--- config.mk ---
export PLATFORM = sky130hd
export DESIGN_NAME = seq_divider
export DESIGN_NICKNAME = d
export VERILOG_FILES = /design/src/rtl/seq_divider.sv
export SDC_FILE = /design/constraint.sdc
export NUM_CORES = 1
export LEC_CHECK = 0
export BUFFER_PORTS_ARGS = -buffer_cell sky130_fd_sc_hd__buf_2
export CORE_UTILIZATION = 63
export CTS_CLUSTER_SIZE = 20
export DETAILED_ROUTE_END_ITERATION = 10
export HOLD_SLACK_MARGIN = 0.05
export MAX_ROUTING_LAYER = met4
export PLACE_DENSITY = 0.95
export SYNTH_ARGS = -nofsm -noshare
export SYNTH_HDL_FRONTEND = slang
export SYNTH_SLANG_ARGS = --single-unit
--- constraint.sdc ---
create_clock -name Clk -period 5.49 [get_ports Clk]
set_input_delay 0.549 -clock Clk [delete_from_list [all_inputs] [get_ports Clk]]
set_output_delay 0.549 -clock Clk [all_outputs]
set_load 0.005 [all_outputs]
--- src/rtl/seq_divider.sv ---
// Sequential signed restoring divider: one quotient bit per clock, with
// divide-by-zero and most-negative/-1 overflow handled up front in PREP.
module seq_divider #(
    parameter int WIDTH = 8
) (
    input  logic             Clk,
    input  logic             reset,
    input  logic             load_divisor,
    input  logic             run,
    input  logic [WIDTH-1:0] S,
    output logic [WIDTH-1:0] Dval,
    output logic [WIDTH-1:0] Qval,
    output logic [WIDTH-1:0] Rval,
    output logic             busy,
    output logic             div_by_zero,
    output logic             overflow
);

    localparam int CW = (WIDTH > 1) ? $clog2(WIDTH) : 1;
    localparam logic [CW-1:0]    LAST_COUNT = CW'(WIDTH - 1);
    localparam logic [WIDTH-1:0] MOST_NEG   = {1'b1, {(WIDTH-1){1'b0}}};

    typedef enum logic [2:0] {IDLE, PREP, ITER, FIX, HOLD} state_t;

    state_t           state;
    state_t           next_state;
    logic [WIDTH-1:0] dividend;
    logic [WIDTH-1:0] quo;
    logic [WIDTH-1:0] mag_divisor;
    logic [WIDTH-1:0] rem;
    logic [CW-1:0]    count;
    logic             sign_q;
    logic             sign_r;

    logic             start;
    logic             last_iter;
    logic             divisor_zero;
    logic             is_overflow;
    logic [WIDTH:0]   rem_shift;
    logic [WIDTH:0]   rem_diff;
    logic             rem_ge;

    function automatic logic [WIDTH-1:0] magnitude(input logic [WIDTH-1:0] v);
        return v[WIDTH-1] ? -v : v;
    endfunction

    assign start        = (state == IDLE) && !load_divisor && run;
    assign last_iter    = (count == LAST_COUNT);
    assign divisor_zero = (Dval == '0);
    assign is_overflow  = (dividend == MOST_NEG) && (Dval == '1);

    // The stored remainder is always below |divisor|, so it fits in WIDTH bits;
    // only the shifted trial value needs the extra bit. The borrow out of the
    // trial subtraction is the "remainder < divisor" decision.
    assign rem_shift = {rem, quo[WIDTH-1]};
    assign rem_diff  = rem_shift - {1'b0, mag_divisor};
    assign rem_ge    = ~rem_diff[WIDTH];

    always_ff @(posedge Clk) begin
        if (reset) state <= IDLE;
        else       state <= next_state;
    end

    always_comb begin
        next_state = state;
        case (state)
            IDLE:    if (start) next_state = PREP;
            PREP:    next_state = (divisor_zero || is_overflow) ? HOLD : ITER;
            ITER:    if (last_iter) next_state = FIX;
            FIX:     next_state = HOLD;
            HOLD:    if (!run) next_state = IDLE;
            default: next_state = IDLE;
        endcase
    end

    always_comb begin
        busy = (state == PREP) || (state == ITER) || (state == FIX);
    end

    always_ff @(posedge Clk) begin
        if (reset) begin
            Dval        <= '0;
            Qval        <= '0;
            Rval        <= '0;
            div_by_zero <= 1'b0;
            overflow    <= 1'b0;
            dividend    <= '0;
            quo         <= '0;
            mag_divisor <= '0;
            rem         <= '0;
            count       <= '0;
            sign_q      <= 1'b0;
            sign_r      <= 1'b0;
        end else begin
            case (state)
                IDLE: begin
                    if (load_divisor) begin
                        Dval <= S;
                    end else if (run) begin
                        dividend    <= S;
                        div_by_zero <= 1'b0;
                        overflow    <= 1'b0;
                    end
                end
                PREP: begin
                    quo         <= magnitude(dividend);
                    mag_divisor <= magnitude(Dval);
                    sign_q      <= dividend[WIDTH-1] ^ Dval[WIDTH-1];
                    sign_r      <= dividend[WIDTH-1];
                    rem         <= '0;
                    count       <= '0;
                    if (divisor_zero) begin
                        Qval        <= '1;
                        Rval        <= dividend;
                        div_by_zero <= 1'b1;
                    end else if (is_overflow) begin
                        Qval     <= MOST_NEG;
                        Rval     <= '0;
                        overflow <= 1'b1;
                    end
                end
                ITER: begin
                    rem   <= rem_ge ? rem_diff[WIDTH-1:0] : rem_shift[WIDTH-1:0];
                    quo   <= {quo[WIDTH-2:0], rem_ge};
                    count <= count + CW'(1);
                end
                FIX: begin
                    Qval <= sign_q ? -quo : quo;
                    Rval <= sign_r ? -rem : rem;
                end
                default: ;
            endcase
        end
    end

endmodule
==> summary.txt, run 1 <==
CTS
  – Clk Latency, worst-skew pair: 350 ps
  – H-tree levels: 3
  – Maximum buffer depth of the clock tree: 2
  – PostCTS Resize Cnt: 0
  – Clock sink count: 66
  – Cts hold-fix bufs: 0
  – Num CTS Buffers: 9
  – CTS Root Cell: clkbuf_8
  – Setup Buffers After CTS: 0
  – CTS tree: done
  – Clk slew on worst S/H paths: approximately 80 ps

Synth
  – Yosys warns: 0
  – Most used DFF post-synth: dfxtp_1
  – Synth top area share: 0.355
  – Synth top area cells: dfxtp_1 (36%), nor2_1 (6.2%), nand2_1 (5.1%), ha_1 (5.0%), xnor2_1 (4.7%)
  – EDFF count, synth: 0
  – Syn Nets: 489
  – Most frequent cell after synthesis: dfxtp_1
  – Avg Inst Size Synth: 8.07 sq um
  – Flop and latch count out of synthesis: 66
  – Mapped Cells: 461
  – Most frequent cells after synthesis: dfxtp_1 (66), nor2_1 (61), nand2_1 (51)
  – Ys async rst share: 0
  – Cell variety after synth: 50
  – Post-synthesis cell area: 3720 sq um
  – Post-synthesis sequential area ratio: 0.355
  – Leading area contributor after synthesis: dfxtp_1

Finish
  – Final nets: 509
  – Filler instances: approximately 400
  – Final core occ: 0.725
  – Area occupied by multi-input gates: 2170 sq um
  – Sequential cell area: 1320 sq um
  – Layout cells sized above 1: 0.132
  – Area Overhead vs Synth: 9.32%
  – Antenna Cells: 0

Global routing
  – Via count of the first global-routing pass: about 3200
  – Antenna violations before repair: 0
  – GRT Overall Usage: 0.321
  – First-pass GRT wire length: 15.1 mm
  – Largest net degree at the start of global routing: 61
  – Total congestion overflow: 0
  – GR Util met2: 0.501
  – M1 GR Usage: 0.412
  – GRT met3 Usage: 0.0552
  – GR peak layer: met2

Detailed routing
  – ANT nets after route: 0
  – Vias per inst: 6.22
  – Via count: 3459
  – First-pass detailed-route iteration total: 5
  – WL/cell: 16.1 um
  – Iteration-0 DRC Markers: around 400
  – Drt drc: 0
  – Final wirelength: 8.98 mm

Die
  – I/O Pins: 39
  – FP Rows: 27
  – Initial core utilization: 0.663
  – Die area: 6220 sq um
  – Core area: 5610 sq um
  – DIE HEIGHT: 78.8 um
  – Die W: between 70 and 80 um

Run
  – Max-cap violation count: 0

STA
  – Crit share post-route: 0.515
  – Max_slew headroom: 0.221
  – Max Clk Rate: roughly 350 MHz
  – Slew @ Worst Pin: 1160 ps
  – Final WS setup: roughly 2700 ps
  – Final slew viol count: 0
  – Setup violators final: 0
  – Min cycle time layout: 2830 ps
  – TNS Setup: 0 ps
  – Worst Skew: 14.0 ps
  – RSZ-0062 raised after global routing: no
  – Final Hold Viols: 0

Setup path
  – Crit path capture type: register
  – Crit path launch type: register
  – Critical Path AT: 3080 ps
  – Critical path class: reg -> reg
  – Required @ worst endpoint: 5750 ps
  – Critical path peak fanout: 18

Worst hold path
  – Tightest Hold Check Type: in -> reg

Placed design
  – Port-buffer cells: 38
  – Placed wire-length estimate: around 6.2 mm
  – Routability Congestion: 0.915
  – Worst slack at placement: around 2700 ps

Power and ir drop
  – Power density over the cells: 279 nW/um^2
  – Pleak: between 1.5 and 2 nW
  – Max IR drop VDD: around 0.18 mV

Status
  – Outcome: complete, no violations
area by class of cell:
type / count / share of cell area
multi-input cells: 339 / 0.535
flip-flops and latches: 66 / 0.325
repair buffers: 41 / 0.0523
inverters: 24 / 0.0222
clock inverters: 2 / 0.00308
clock buffers: 12 / 0.0406
well taps: 72 / 0.0222
worst paths after layout:
check                  to  slack (ps)  depth (start not counted)    start
setup reg to reg  Qval[0]        2660                          8  Dval[0]
hold / removal    Dval[7]         430                          3     S[7]
setup / recovery  Qval[0]        2660                          8  Dval[0]
hold reg to reg   Qval[1]         460                          2  Qval[1]
state kept, by name, summed over array words and instances, names as in the netlist:
| signal | flops |
|---|---|
| rem | 8 |
| Rval | 8 |
| quo | 8 |
| count | 3 |
| mag_divisor | 8 |
| dividend | 8 |
| sign_r | 1 |
| div_by_zero | 1 |
| Dval | 8 |
| state | 3 |
| overflow | 1 |
| sign_q | 1 |
| Qval | 8 |
layout by cell type, fill, tap and decap left out, types with 3 or more instances in the layout:
cell | Yosys | routed
nand2_1 | 51 | 51
clkbuf_8 | 0 | 12
a311oi_1 | 10 | 10
o31ai_1 | 8 | 8
nor4_1 | 4 | 4
o211ai_1 | 6 | 6
a22oi_1 | 5 | 5
nor2b_1 | 5 | 5
or3_1 | 4 | 4
inv_1 | 24 | 24
mux2i_1 | 17 | 17
a211oi_1 | 8 | 8
o21ai_0 | 17 | 17
buf_4 | 0 | 3
a2111oi_0 | 3 | 3
nor2_1 | 61 | 61
nand2b_1 | 7 | 7
or4_1 | 3 | 3
ha_1 | 15 | 15
a21o_1 | 3 | 3
or2_2 | 4 | 4
xor2_1 | 8 | 8
buf_2 | 3 | 38
dfxtp_1 | 66 | 66
a22o_1 | 5 | 5
nand3_1 | 5 | 5
a21oi_1 | 24 | 24
o22ai_1 | 5 | 5
nor3_1 | 12 | 11
o31a_1 | 3 | 3
xnor2_1 | 20 | 20
per-stage QoR:
step           instances  total power, mW  hold slack (ps)  area (sq um)
2_1_floorplan        461            0.705              432          3720
3_3_place_gp         542            0.748              440          3890
3_5_place_dp         542            0.758              449          3890
4_1_cts              556             1.13              440          4070
5_1_grt              556             1.18              466          4070
6_report             556             1.13              433          4070
per-layer routing:
metal / vias up / part of all wire
met5: - / 0
met4: 0 / 0.027
met3: 32 / 0.081
met2: 187 / 0.46
met1: 1568 / 0.43
li1: 1672 / -
where the power goes:
group	total, mW	internal, mW	switching (mW)	leakage [nW]
logic	0.220	0.0934	0.127	1.03
registers	0.535	0.501	0.0345	0.536
clock network	0.378	0.195	0.183	0.0903
total	1.13	0.789	0.344	1.65
critical path: stages, from the launching register on:
cell	delay, ps
dfxtp_1	380
inv_1	90
ha_1	160
or3b_1	360
or3_4	350
nor3_4	450
o31a_1	620
nor2_1	90
a311oi_1	240
cells by family after synthesis:
family / share of synthesized area
AND/OR/NAND/NOR: 0.205
adder cells (fa/ha/maj): 0.0558
flip-flops: 0.355
buffers and inverters: 0.0616
AO/OA/AOI/OAI: 0.211
XOR/XNOR: 0.0659
multiplexers: 0.0457
Note: power is estimated with default switching activity, not from simulation.
==> run 2: changes to the inputs <==
Settings changed: ABC_AREA set to 1, CORE_UTILIZATION 63 to 53, PLACE_DENSITY 0.95 to 0.87.
Clock period 5.49 ns to 2.3 ns, I/O delays scaled along.
==> run 2 against run 1 <==
Wire length rose by 6.7%. Clock power rose to 2.6 times the previous value. Fmax rose by 33%. Sequential power rose to 3.1 times the previous value. Count of clock-buffer cells in the layout did not move. Die area rose by 21%. Critical path depth rose by 5. Register-to-register slack got worse by 2500 ps. Clock skew fell by 6.9 ps. Synthesized cell count rose by 26%. Hold slack got worse by 260 ps.
==> summary.txt, run 2 <==
Global routing
  – Via count of the first global-routing pass: 3416 (was 3206)
  – Total congestion overflow: 0 (unchanged)
  – GRT Overall Usage: 0.272 (was 0.321)
  – First-pass GRT wire length: 15.6 mm (was 15.1 mm)
  – Largest net degree at the start of global routing: 24 (was 61)
  – Antenna violations before repair: 0 (unchanged)

STA
  – Setup violators final: 0 (unchanged)
  – Min cycle time layout: 2120 ps (was 2830 ps)
  – Hold Slack: 168 ps (was 433 ps)
  – Crit share post-route: 0.922 (was 0.515)
  – Final Hold Viols: 0 (unchanged)
  – TNS Setup: 0 ps (unchanged)
  – Slew @ Worst Pin: 581 ps (was 1160 ps)
  – Final slew viol count: 0 (unchanged)
  – RSZ-0062 raised after global routing: no (unchanged)
  – Max Clk Rate: 471 MHz (was 354 MHz)
  – Worst Skew: 7.13 ps (was 14.0 ps)
  – Max_slew headroom: 0.612 (was 0.221)
  – Final WS setup: 179 ps (was 2660 ps)

Detailed routing
  – Via count: 3944 (was 3459)
  – Iteration-0 DRC Markers: 447 (was 407)
  – ANT nets after route: 0 (unchanged)
  – Drt drc: 0 (unchanged)
  – Final wirelength: 9.58 mm (was 8.98 mm)
  – Vias per inst: 5.53 (was 6.22)
  – First-pass detailed-route iteration total: 6 (was 5)
  – WL/cell: 13.4 um (was 16.1 um)

Placed design
  – Port-buffer cells: 38 (unchanged)
  – Routability Congestion: 1.03 (was 0.915)
  – Worst slack at placement: 187 ps (was 2720 ps)
  – Placed Instances: 697 (was 542)
  – DP Area: 4050 sq um (was 3890 sq um)
  – Placed wire-length estimate: 6.97 mm (was 6.24 mm)

Setup path
  – Crit path launch type: register (unchanged)
  – Required @ worst endpoint: 2520 ps (was 5750 ps)
  – Crit path capture type: register (unchanged)
  – Launch point of the worst path: quo[7] (was Dval[0])
  – Worst flop-to-flop path startpoint: quo[7] (was Dval[0])
  – Critical Path AT: 2340 ps (was 3080 ps)
  – Critical path class: reg -> reg (unchanged)
  – Critical path peak fanout: 9 (was 18)

Synth
  – Cell variety after synth: 36 (was 50)
  – Post-synthesis sequential area ratio: 0.346 (was 0.355)
  – Ys async rst share: 0 (unchanged)
  – Most frequent cells after synthesis: nand2_1 (127), inv_1 (77), dfxtp_1 (66) (was dfxtp_1 (66), nor2_1 (61), nand2_1 (51))
  – Yosys warns: 0 (unchanged)
  – Syn Nets: 607 (was 489)
  – Most frequent cell after synthesis: nand2_1 (was dfxtp_1)
  – Mapped Cells: 579 (was 461)
  – Synth top area cells: dfxtp_1 (35%), nand2_1 (12%), inv_1 (7.6%), nand3_1 (7.5%), a21oi_1 (7.3%) (was dfxtp_1 (36%), nor2_1 (6.2%), nand2_1 (5.1%), ha_1 (5.0%), xnor2_1 (4.7%))
  – Most used DFF post-synth: dfxtp_1 (unchanged)
  – Flop and latch count out of synthesis: 66 (unchanged)
  – Synth top area share: 0.346 (was 0.355)
  – Leading area contributor after synthesis: dfxtp_1 (unchanged)
  – EDFF count, synth: 0 (unchanged)
  – Post-synthesis cell area: 3820 sq um (was 3720 sq um)
  – Avg Inst Size Synth: 6.60 sq um (was 8.07 sq um)

CTS
  – Setup Buffers After CTS: 0 (unchanged)
  – CTS Root Cell: clkbuf_8 (unchanged)
  – PostCTS Resize Cnt: 0 (unchanged)
  – Clock sink count: 66 (unchanged)
  – Cts hold-fix bufs: 0 (unchanged)
  – Clk Latency, worst-skew pair: 350 ps (about the same)
  – Maximum buffer depth of the clock tree: 2 (unchanged)
  – Clk slew on worst S/H paths: 70 ps (was 80 ps)
  – CTS tree: done (unchanged)
  – H-tree levels: 3 (unchanged)
  – Num CTS Buffers: 9 (unchanged)

Power and ir drop
  – Power density over the cells: 1410 nW/um^2 (was 279 nW/um^2)
  – Pleak: 2.00 nW (was 1.65 nW)
  – Max IR drop VDD: 0.663 mV (was 0.180 mV)

Die
  – Die area: 7550 sq um (was 6220 sq um)
  – I/O Pins: 39 (unchanged)
  – Die W: 86.9 um (was 78.8 um)
  – Initial core utilization: 0.556 (was 0.663)
  – Core area: 6870 sq um (was 5610 sq um)
  – DIE HEIGHT: 86.9 um (was 78.8 um)
  – FP Rows: 30 (was 27)

Run
  – Max-cap violation count: 0 (unchanged)

Finish
  – Final nets: 640 (was 509)
  – Leading cell type in the layout, fill and taps excluded: nand2_1 (was dfxtp_1)
  – Layout cells sized above 1: 0.117 (was 0.132)
  – Fin area: 4260 sq um (was 4070 sq um)
  – Final std cells w/o fill: 713 (was 556)
  – Antenna Cells: 0 (unchanged)
  – Most frequent cells in the layout: nand2_1 (126), inv_1 (77), dfxtp_1 (66) (was dfxtp_1 (66), nor2_1 (61), nand2_1 (51))
  – Area Overhead vs Synth: 11.5% (was 9.32%)

Worst hold path
  – Hold Crit Start: run (was S[7])
  – Tightest Hold Check Type: in -> reg (unchanged)

Status
  – Outcome: complete, no violations (unchanged)
[run 2: changes by cell type after synthesis, sizes merged, moves of 17 or more]
| cell | delta |
|---|---|
| nand2 | +83 |
| inv | +55 |
| nand3 | +54 |
| a21oi | +32 |
| o21ai | +23 |
| xnor2 | -19 |
| clkbuf | -18 |
| mux2i | -17 |
[run 2: power breakdown]
group / leakage, nW / internal (mW) / total [mW] / switching [mW]
logic: 1.36 / 1.10 / 3.34 / 2.23
clock network: 0.0966 / 0.531 / 0.978 / 0.447
registers: 0.538 / 1.41 / 1.67 / 0.260
total: 2.00 / 3.05 / 5.99 / 2.94
[run 2: path summary, 6_finish.rpt]
path / endpoint / slack (ps) / cells after the start
setup reg to reg: rem[5] / 180 / 13
hold reg to reg: Qval[2] / 460 / 2
setup / recovery: rem[5] / 180 / 13
hold / removal: state[2] / 170 / 3
[run 2: cell families after synthesis]
| family | after synthesis | share of synthesized area |
|---|---|---|
| simple gates | 273 | 0.313 |
| compound gates | 113 | 0.156 |
| buf+inv | 101 | 0.108 |
| flops | 66 | 0.346 |
| fa+ha+maj | 16 | 0.0544 |
| xor+xnor | 10 | 0.0229 |
[run 2: cell type report]
type	instances	area, sq um
flip-flops and latches	66	1320
inverters	81	305
clock inverters	4	51.3
multi-input cells	412	2090
clock buffers	12	145
fillers	618	2610
repair buffers	42	220
well taps	96	120
[run 2: critical path, stage by stage, from the launching register on]
cell and delay [ps]:
dfxtp_1 310, inv_1 90, ha_1 240, fa_1 400
inv_1 70, nand2_1 50, nand2_2 100, nand3_1 120
nand2_1 100, nand2_2 130, nand2_4 140, nand2_1 60
nand3_1 80, a21oi_1 100
[run 2: per-stage QoR]
stage	power, mW	utilization
after floorplan	4.17	-
after global placement	4.75	0.590
after detailed placement	4.89	0.590
after CTS	5.87	0.619
after global routing	6.49	0.620
final	5.99	0.620
[run 2: routing by layer]
layer / vias to the layer above / wire [um] / GRT usage
met5: - / 0 / -
met2: 199 / 4440 / 0.437
met3: 33 / 728 / 0.0531
li1: 1951 / - / -
met4: 0 / 258 / 0.0864
met1: 1761 / 4150 / 0.345
==> run 3: changes to the inputs <==
Settings changed: MAX_ROUTING_LAYER met4 to not set.
==> run 3 against run 2 <==
Critical endpoint is now rem[2]. Count of clock-buffer cells in the layout is the same. Largest cell class unchanged. Highest routed layer unchanged. Final cell count shrank 0.14%. Sequential power is essentially flat. Critical path type unchanged.
==> summary.txt, run 3 (synthesized netlist as in run 2, its figures left out) <==
Global routing
  – GRT Overall Usage: 0.263 (was 0.272)
  – Via count of the first global-routing pass: 3416 (unchanged)
  – First-pass GRT wire length: 15.6 mm (about the same)
  – Total congestion overflow: 0 (unchanged)
  – Largest net degree at the start of global routing: 33 (was 24)
  – Antenna violations before repair: 0 (unchanged)

Detailed routing
  – First-pass detailed-route iteration total: 8 (was 6)
  – Final wirelength: 9.29 mm (was 9.58 mm)
  – ANT nets after route: 0 (unchanged)
  – Via count: 3878 (was 3944)
  – Vias per inst: 5.45 (was 5.53)
  – WL/cell: 13.1 um (was 13.4 um)
  – Iteration-0 DRC Markers: 276 (was 447)
  – Drt drc: 0 (unchanged)

Worst hold path
  – Hold Crit Start: run (unchanged)
  – Worst Hold Endpoint: state[2] (unchanged)
  – Hold path cells: 3 (unchanged)
  – Tightest Hold Check Type: in -> reg (unchanged)

Placed design
  – Routability Congestion: 1.01 (was 1.03)
  – Port-buffer cells: 38 (unchanged)
  – Placed Instances: 696 (was 697)
  – Placed wire-length estimate: 6.79 mm (was 6.97 mm)
  – DP Area: 4050 sq um (about the same)

Setup path
  – Worst flop-to-flop path startpoint: quo[7] (unchanged)
  – Critical path class: reg -> reg (unchanged)
  – Crit path capture type: register (unchanged)
  – Worst reg2reg path depth: 13 (unchanged)
  – Crit path top cell by count: nand2_1 (unchanged)
  – Required @ worst endpoint: 2520 ps (about the same)
  – Ordered list of cells on the worst path: inv_1 > ha_1 > fa_1 > inv_1 > nand2_1 > nand2_1 > nand3_2 > nand2_1 > nand2_4 > nand2_4 > nand2_1 > nand3_1 > a21oi_1 (was inv_1 > ha_1 > fa_1 > inv_1 > nand2_1 > nand2_2 > nand3_1 > nand2_1 > nand2_2 > nand2_4 > nand2_1 > nand3_1 > a21oi_1)
  – Worst path max stage delay: 400 ps (about the same)
  – Critical path peak fanout: 9 (unchanged)
  – R2R setup slack: 210 ps (was 180 ps)
  – Critical Path AT: 2320 ps (was 2340 ps)
  – R2r endpoint: rem[2] (was rem[5])
  – Worst path slowest cell: fa_1 (unchanged)
  – Crit path launch type: register (unchanged)
  – CP delay by family, top: simple AND/OR/NAND/NOR gates (unchanged)
  – Buf/Inv on CP: 2 (unchanged)

STA
  – Final slew viol count: 0 (unchanged)
  – Final Hold Viols: 0 (unchanged)
  – Setup violators final: 0 (unchanged)
  – Crit share post-route: 0.910 (was 0.922)
  – Max Clk Rate: 478 MHz (was 471 MHz)
  – Max_slew headroom: 0.476 (was 0.612)
  – Hold Slack: 161 ps (was 168 ps)
  – Min cycle time layout: 2090 ps (was 2120 ps)
  – Slew @ Worst Pin: 786 ps (was 581 ps)
  – Worst Skew: 8.96 ps (was 7.13 ps)

Die
  – DIE HEIGHT: 86.9 um (unchanged)
  – Die area: 7550 sq um (unchanged)
  – Initial core utilization: 0.556 (unchanged)
  – Die W: 86.9 um (unchanged)
  – FP Rows: 30 (unchanged)
  – Core area: 6870 sq um (unchanged)
  – I/O Pins: 39 (unchanged)

CTS
  – H-tree levels: 3 (unchanged)
  – Clk slew on worst S/H paths: 70 ps (about the same)
  – Num CTS Buffers: 9 (unchanged)
  – PostCTS Resize Cnt: 0 (unchanged)
  – Maximum buffer depth of the clock tree: 2 (unchanged)
  – CTS Root Cell: clkbuf_8 (unchanged)
  – Cts hold-fix bufs: 0 (unchanged)
  – Setup Buffers After CTS: 0 (unchanged)
  – Clock sink count: 66 (unchanged)
  – CTS tree: done (unchanged)
  – Clk Latency, worst-skew pair: 350 ps (about the same)

Power and ir drop
  – Tot Pwr: 6.03 mW (was 5.99 mW)
  – Power density over the cells: 1420 nW/um^2 (was 1410 nW/um^2)
  – Pleak: 2.00 nW (about the same)
  – Max IR drop VDD: 0.553 mV (was 0.663 mV)

Finish
  – Final std cells w/o fill: 712 (was 713)
  – Leading cell type in the layout, fill and taps excluded: nand2_1 (unchanged)
  – Antenna Cells: 0 (unchanged)
  – Fin area: 4260 sq um (unchanged)
  – Final nets: 639 (was 640)
  – Layout cells sized above 1: 0.115 (was 0.117)
  – Area Overhead vs Synth: 11.5% (unchanged)
  – Most frequent cells in the layout: nand2_1 (127), inv_1 (77), dfxtp_1 (66) (was nand2_1 (126), inv_1 (77), dfxtp_1 (66))

Run
  – Max-cap violation count: 0 (unchanged)

Status
  – Outcome: complete, no violations (unchanged)
==> run 3: changes by cell type in the layout (fill, tap and decap cells not counted) <==
cell / before / now
nand2_2: 6 / 4
buf_4: 4 / 3
nand3_1: 57 / 56
nand3_2: 1 / 2
nand2_4: 2 / 3
nand2_1: 126 / 127
==> run 3: layout make-up <==
class / instances / area, sq um
inverters: 81 / 305
repair buffers: 41 / 213
clock buffers: 12 / 145
well taps: 96 / 120
flip-flops and latches: 66 / 1320
clock inverters: 4 / 51.3
fillers: 618 / 2610
multi-input cells: 412 / 2100
==> run 3: tightest hold or removal path: stages <==
cell and delay, ps:
buf_2 110, nand3_1 70, a21oi_1 60
==> run 3: report_power, final <==
part           leakage, nW  internal, mW  switching (mW)  total [mW]
clock network       0.0966         0.531           0.447       0.978
registers            0.538          1.41           0.263        1.68
logic                 1.36          1.13            2.24        3.38
total                 2.00          3.08            2.95        6.03
==> run 3: routing by layer <==
layer  wire length [um]  vias to the layer above  track usage  part of all wire
met5                  0                        -            0                 0
met1               4100                     1710        0.341              0.44
met4                221                        0        0.100             0.024
met2               4270                      189        0.433              0.46
li1                   -                     1950            -                 -
met3                692                       29       0.0521             0.074
==> run 3: worst max-delay path by stage <==
stage | start | end | depth (start not counted)
finish | quo[7] | rem[2] | 13
global route | quo[7] | rem[2] | 13
CTS | quo[7] | rem[2] | 13
detailed placement | quo[7] | rem[0] | 13
global placement | quo[7] | rem[7] | 13
floorplan | quo[7] | rem[7] | 13
==> run 3: per-stage QoR <==
step / TNS, ps / utilization / setup slack [ps]
after global placement: 0 / 0.589 / 306
after global routing: -8.83 / 0.620 / -8.83
after CTS: 0 / 0.617 / 175
after floorplan: 0 / - / 439
final: 0 / 0.620 / 206
after detailed placement: 0 / 0.589 / 185
